===== src/rtl/cpu_pkg.sv =====
// Shared fetch-path definitions: FSM state encoding, reset/error constants
// and the word-alignment helper used when forming instruction addresses.
package cpu_pkg;

    typedef enum logic [1:0] {
        FS_IDLE = 2'd0,
        FS_WAIT = 2'd1,
        FS_DONE = 2'd2
    } fetch_state_e;

    localparam logic [31:0] RESET_PC_DEF  = 32'h0000_0000;
    localparam logic [31:0] ERR_INSTR_DEF = 32'hE7F0_00F0;
    localparam logic [31:0] WORD_MASK     = 32'hFFFF_FFFC;

    function automatic logic [31:0] word_align(input logic [31:0] a);
        return a & WORD_MASK;
    endfunction

endpackage


===== src/rtl/instr_fetch_unit_if.sv =====
// Instruction memory read bus: request/address out, single-cycle ack with data back.
interface instr_fetch_unit_if;
    logic        mem_req;
    logic [31:0] mem_addr;
    logic [31:0] mem_rdata;
    logic        mem_ack;

    modport master (output mem_req, mem_addr, input mem_rdata, mem_ack);
    modport slave  (input mem_req, mem_addr, output mem_rdata, mem_ack);
endinterface


===== src/rtl/instr_fetch_unit_fetch_fsm.sv =====
// Fetch handshake sequencer: IDLE -> WAIT -> DONE, with a saturating wait
// counter that turns a missing ack into a timeout.
module fetch_fsm
    import cpu_pkg::*;
#(
    parameter int unsigned WAIT_MAX = 16
) (
    input  logic        clk,
    input  logic        reset,
    input  logic        ir_write,
    input  logic [31:0] fetch_adr,
    input  logic        mem_ack,
    output logic        mem_req,
    output logic [31:0] mem_addr,
    output logic        stall,
    output logic        ir_load,
    output logic        ir_err
);

    fetch_state_e state;
    logic [7:0]   wait_cnt;
    logic [31:0]  addr_q;
    logic         start;
    logic         in_wait;
    logic         timeout;

    // Gating start with reset keeps the request low while reset is held,
    // even though the FSM sits in IDLE and IRWrite may toggle.
    assign start   = reset && (state == FS_IDLE) && ir_write;
    assign in_wait = (state == FS_WAIT);
    assign timeout = in_wait && !mem_ack && (wait_cnt >= 8'(WAIT_MAX - 1));
    assign ir_load = in_wait && mem_ack;
    assign ir_err  = timeout;
    assign mem_req = start || in_wait;
    assign mem_addr = start ? fetch_adr : addr_q;
    assign stall   = start || (in_wait && !mem_ack && !timeout);

    always_ff @(posedge clk or negedge reset) begin
        if (!reset) begin
            state    <= FS_IDLE;
            wait_cnt <= 8'd0;
            addr_q   <= 32'd0;
        end else begin
            case (state)
                FS_IDLE: if (ir_write) begin
                    addr_q   <= fetch_adr;
                    wait_cnt <= 8'd0;
                    state    <= FS_WAIT;
                end
                FS_WAIT: begin
                    if (mem_ack || timeout) state <= FS_DONE;
                    else if (wait_cnt != 8'hFF) wait_cnt <= wait_cnt + 8'd1;
                end
                // One dead cycle so a strobe held over the completing edge does not refetch.
                FS_DONE: state <= FS_IDLE;
                default: state <= FS_IDLE;
            endcase
        end
    end

endmodule


===== src/rtl/instr_fetch_unit.sv =====
// Instruction fetch unit: owns PC and IR, drives the memory read handshake
// and stalls the controller's fetch state until the word is in the IR.
module instr_fetch_unit
    import cpu_pkg::*;
#(
    parameter logic [31:0] RESET_PC  = RESET_PC_DEF,
    parameter int unsigned WAIT_MAX  = 16,
    parameter logic [31:0] ERR_INSTR = ERR_INSTR_DEF
) (
    input  logic                      clk,
    input  logic                      reset,
    input  logic                      IRWrite,
    input  logic                      PCWrite,
    input  logic [31:0]               PCNext,
    instr_fetch_unit_if.master        mem,
    output logic [31:0]               PC,
    output logic [31:0]               Instr,
    output logic                      FetchStall,
    output logic                      FetchErr
);

    logic ir_load;
    logic ir_err;

    fetch_fsm #(.WAIT_MAX(WAIT_MAX)) u_fsm (
        .clk       (clk),
        .reset     (reset),
        .ir_write  (IRWrite),
        .fetch_adr (word_align(PC)),
        .mem_ack   (mem.mem_ack),
        .mem_req   (mem.mem_req),
        .mem_addr  (mem.mem_addr),
        .stall     (FetchStall),
        .ir_load   (ir_load),
        .ir_err    (ir_err)
    );

    always_ff @(posedge clk or negedge reset) begin
        if (!reset) begin
            PC       <= RESET_PC;
            Instr    <= 32'd0;
            FetchErr <= 1'b0;
        end else begin
            if (PCWrite) PC <= PCNext;
            if (ir_load) Instr <= mem.mem_rdata;
            else if (ir_err) begin
                Instr    <= ERR_INSTR;
                FetchErr <= 1'b1;
            end
        end
    end

endmodule

===== src/flat_wrapper.sv =====
// flat-port wrapper written by rule: the top's interface ports become plain ports
module instr_fetch_unit_flat import cpu_pkg::*;
#(
    parameter logic [31:0] RESET_PC  = RESET_PC_DEF,
    parameter int unsigned WAIT_MAX  = 16,
    parameter logic [31:0] ERR_INSTR = ERR_INSTR_DEF
)
  (clk, reset, IRWrite, PCWrite, PCNext, PC, Instr, FetchStall, FetchErr, mem_mem_req, mem_mem_addr, mem_mem_rdata, mem_mem_ack);
  instr_fetch_unit_if mem_i ();
  input  logic clk;
  input  logic reset;
  input  logic IRWrite;
  input  logic PCWrite;
  input  logic [31:0] PCNext;
  output logic [31:0] PC;
  output logic [31:0] Instr;
  output logic FetchStall;
  output logic FetchErr;
  output wire logic [$bits(mem_i.mem_req)-1:0] mem_mem_req;
  output wire logic [$bits(mem_i.mem_addr)-1:0] mem_mem_addr;
  input wire logic [$bits(mem_i.mem_rdata)-1:0] mem_mem_rdata;
  input wire logic [$bits(mem_i.mem_ack)-1:0] mem_mem_ack;
  assign mem_mem_req = mem_i.mem_req;
  assign mem_mem_addr = mem_i.mem_addr;
  assign mem_i.mem_rdata = mem_mem_rdata;
  assign mem_i.mem_ack = mem_mem_ack;
  instr_fetch_unit #(.RESET_PC(RESET_PC), .WAIT_MAX(WAIT_MAX), .ERR_INSTR(ERR_INSTR)) u_core (.clk(clk), .reset(reset), .IRWrite(IRWrite), .PCWrite(PCWrite), .PCNext(PCNext), .mem(mem_i), .PC(PC), .Instr(Instr), .FetchStall(FetchStall), .FetchErr(FetchErr));
endmodule

===== config.mk =====
export PLATFORM = sky130hd
export DESIGN_NAME = instr_fetch_unit_flat
export DESIGN_NICKNAME = d
export VERILOG_FILES = /design/src/rtl/cpu_pkg.sv /design/src/rtl/instr_fetch_unit_if.sv /design/src/rtl/instr_fetch_unit_fetch_fsm.sv /design/src/rtl/instr_fetch_unit.sv /design/src/flat_wrapper.sv
export SDC_FILE = /design/constraint.sdc
export NUM_CORES = 1
export LEC_CHECK = 0
export ABC_AREA = 1
export BUFFER_PORTS_ARGS = -buffer_cell sky130_fd_sc_hd__buf_2
export CORE_MARGIN = 8
export CORE_UTILIZATION = 45
export CTS_CLUSTER_DIAMETER = 100
export CTS_CLUSTER_SIZE = 25
export DETAILED_ROUTE_END_ITERATION = 12
export PLACE_DENSITY = 0.74
export SYNTH_ARGS = -nofsm -noshare
export SYNTH_HDL_FRONTEND = slang
export SYNTH_SLANG_ARGS = --single-unit

===== constraint.sdc =====
create_clock -name clk -period 2 [get_ports clk]
set_input_delay 0.2 -clock clk [delete_from_list [all_inputs] [get_ports clk]]
set_output_delay 0.2 -clock clk [all_outputs]
set_load 0.01 [all_outputs]

==> metrics.md <==
| Metric | Value |
|---|---|
| Status | finished, final reports clean |
| Initial Utilization | ~46% |
| Synth cell types | 23 |
| WP data required | 1800 ps |
| CP max stage cell | dfrtp_1 |
| LEAKAGE | a little over 3 nW |
| Clk slew on worst S/H paths | approximately 100 ps |
| CP startpoint kind | flop |
| Vias in the first global route | around 3800 |
| Synth area leader | dfrtp_1 |
| Cell-by-cell trace of the critical path | nor3b_4 -> nand2_2 -> buf_4 -> o21ai_1 -> buf_2 |
| Peak Freq | 528 MHz |
| Yosys top cell area share | 57.6% |
| Worst R2R Start | u_core.u_fsm.wait_cnt[0]$_DFFE_PN0P_ |
| Initial drt markers | roughly 240 |
| Minimum clock period | 1900 ps |
| Total global-route track usage | 16.8% |
| Vias per cell | between 4 and 5 |
| Worst Path Arrival | approximately 1700 ps |
| Initial antenna violation count | 2 |
| Leading cell types in the layout, fill and taps excluded | buf_2, nand2_1, dfrtp_1 |
| Max_cap viols | 0 |
| CP startpoint | u_core.u_fsm.state[0]$_DFFE_PN0P_ |
| Max Root-Sink Buffers | 2 |
| Core area | a little under 10000 µm² |
| Post-route setup slack | 105 ps |
| Max Clock Skew | between 10 and 15 ps |
| Dpl cells | about 780 |
| Hold Path Class | input port to asynchronous set/reset pin |
| Post-route ant nets | 0 |
| Synthesized flop and latch total | approximately 110 |
| Syn Std Cell Area | 4560 µm² |
| DRC Markers | 0 |
| Pwr dens | 1260 nW/µm² |
| CTS tree | yes |
| Mapped Cells | 504 |
| Routed wl met2 | 4740 µm |
| Uppermost layer routed | met5 |
| H-tree depth | 3 |
| Final count of negative-setup-slack endpoints | 0 |
| GP Congestion | about 0.8 |
| Synth area leaders | dfrtp_1, nand2_1, o21ai_2 |
| TritonCTS Sinks | 105 |
| Wire length per cell | 14.2 µm |
| Met3 wire len | 1550 µm |
| Cts bufs inserted | 9 |
| Post-CTS setup buffers | 0 |
| Most common cell after layout, fill and taps aside | buf_2 |
| Synth Area per Inst | 9.05 µm² |
| Pre-CTS setup slack | 377 ps |
| Slew at the pin closest to its max-slew limit | 809 ps |
| Routed WL | 11300 µm |
| Number of inserted diodes | 0 |
| Worst setup path class | flop to primary output |
| Detailed Place HPWL | 8400 µm |
| TNS Setup | 0 ps |
| Clock Latency Late Sink | 360 ps |
| Final Max Tran Viols | 0 |
| # hold bufs at CTS | 0 |
| Slew HR | 46.1% |
| Worst vdd ir | ~710 µV |
| Clock Root Buffer | clkbuf_8 |
| CP Max Fanout | 24 |
| WL met1 | 4820 µm |
| Post-synthesis sequential area ratio | between 50% and 60% |
| Port buffer count | 165 |
| P&R area growth vs syn | 23.5% |
| RSZ-0062 raised after global routing | false |
| DIE HEIGHT | 117 µm |
| Period utilization | 94.8% |
| Total number of vias | 3839 |
| First-pass GRT wire length | 18000 µm |
| Die width | 117 µm |
| Post_cts resized | 2 |
| Detailed Routing Iterations Pass 1 | 5 |
| Nets | 729 |
| Final hold vios | 0 |
| Ports | between 150 and 200 |
| Slowest stage delay, CP | about 430 ps |
| Layout Cells excl Fill | 797 |
| Largest net degree at the start of global routing | 65 |
| Synth warn | 0 |
| GRT overflow | 0 |
| Crit. End Element | primary output |
| Share of post-route cells with drive strength above 1 | 34.3% |
| # rows | 36 |
| Area of the die | 13600 µm² |
[per-layer routing]
layer / vias up / track usage, %
met5: - / 0
met4: 4 / 6.23
met3: 16 / 8.27
met2: 156 / 25.2
met1: 1759 / 20.3
li1: 1904 / -
[cell families (layout without fill, tap and decap cells)]
logic type                 after synthesis  count (layout)  share of synthesized area (%)
adders and majority gates                1               1                          0.274
and+or+nand+nor                        217             217                           19.6
muxes                                    2               2                          0.494
DFF                                    105             105                           57.6
AOI/OAI and AO/OA                       99              99                           13.3
other                                    1               2                         0.0822
buffers and inverters                   79             238                           8.67
[synth_stat cells]
cell type  number
buf_2           7
buf_4           4
buf_6          10
clkbuf_1       10
conb_1          1
dfrtp_1       105
ha_1            1
inv_1          46
inv_2           2
mux2_2          2
nand2_1       162
nand2_2         3
nand3_1        32
nand4_1         1
nor2_1         11
nor2_2          1
nor3b_1         1
nor3b_2         1
o211ai_1        9
o21ai_0        39
o21ai_1        27
o21ai_2        24
or2_2           5
[through the flow]
step / utilization [%] / hold slack, ps / cell area [µm²] / total power, W
floorplan: - / -95.6 / 4570 / 0.00485
global placement: 55.4 / 400 / 5440 / 0.00585
detailed placement: 55.4 / 407 / 5440 / 0.00595
CTS: 57.3 / 9.92 / 5630 / 0.00719
global route: 57.4 / 14.5 / 5630 / 0.00763
finish: 57.4 / 9.55 / 5630 / 0.00710
[state kept, by name, summed over array words and instances, names as in the netlist]
name and cells:
u_core.FetchErr 1, u_core.Instr 32, u_core.PC 32, u_core.u_fsm.addr_q 30, u_core.u_fsm.state 2, u_core.u_fsm.wait_cnt 8
[final cells by class]
type	count	area, µm²
clock inverters	4	27.5
repair buffers	174	925
inverters	48	180
multi-input cells	321	1550
clock buffers	12	155
well taps	133	166
flip-flops and latches	105	2630
fillers	923	4190
[power breakdown]
group / switching [W] / total, W / internal [W]
Combinational: 0.00157 / 0.00268 / 0.00111
Clock: 0.000697 / 0.00122 / 0.000523
Sequential: 0.000392 / 0.00320 / 0.00280
Total: 0.00266 / 0.00710 / 0.00443
[critical path: cells and delay by family (launching register included)]
| kind | cells | cell delay [ps] |
|---|---|---|
| flip-flops | 1 | 430 |
| buffers and inverters | 2 | 390 |
| AO/OA/AOI/OAI | 1 | 160 |
| AND/OR/NAND/NOR | 2 | 360 |
[path summary, 6_finish.rpt]
check                                                       to  slack, ps  depth (start not counted)
max in group asynchronous            u_core.PC[23]$_DFFE_PN0P_        920                          3
max                                           mem_mem_addr[12]        100                          5
max reg2reg                        u_core.Instr[5]$_DFFE_PN0P_        470                          6
min                        u_core.u_fsm.addr_q[29]$_DFFE_PN0P_         10                          2
min reg2reg                        u_core.FetchErr$_DFFE_PN0P_        480                          2
min in group clk                  u_core.Instr[17]$_DFFE_PN0P_         30                          3
No activity file was read; power rests on OpenSTA's default activity.
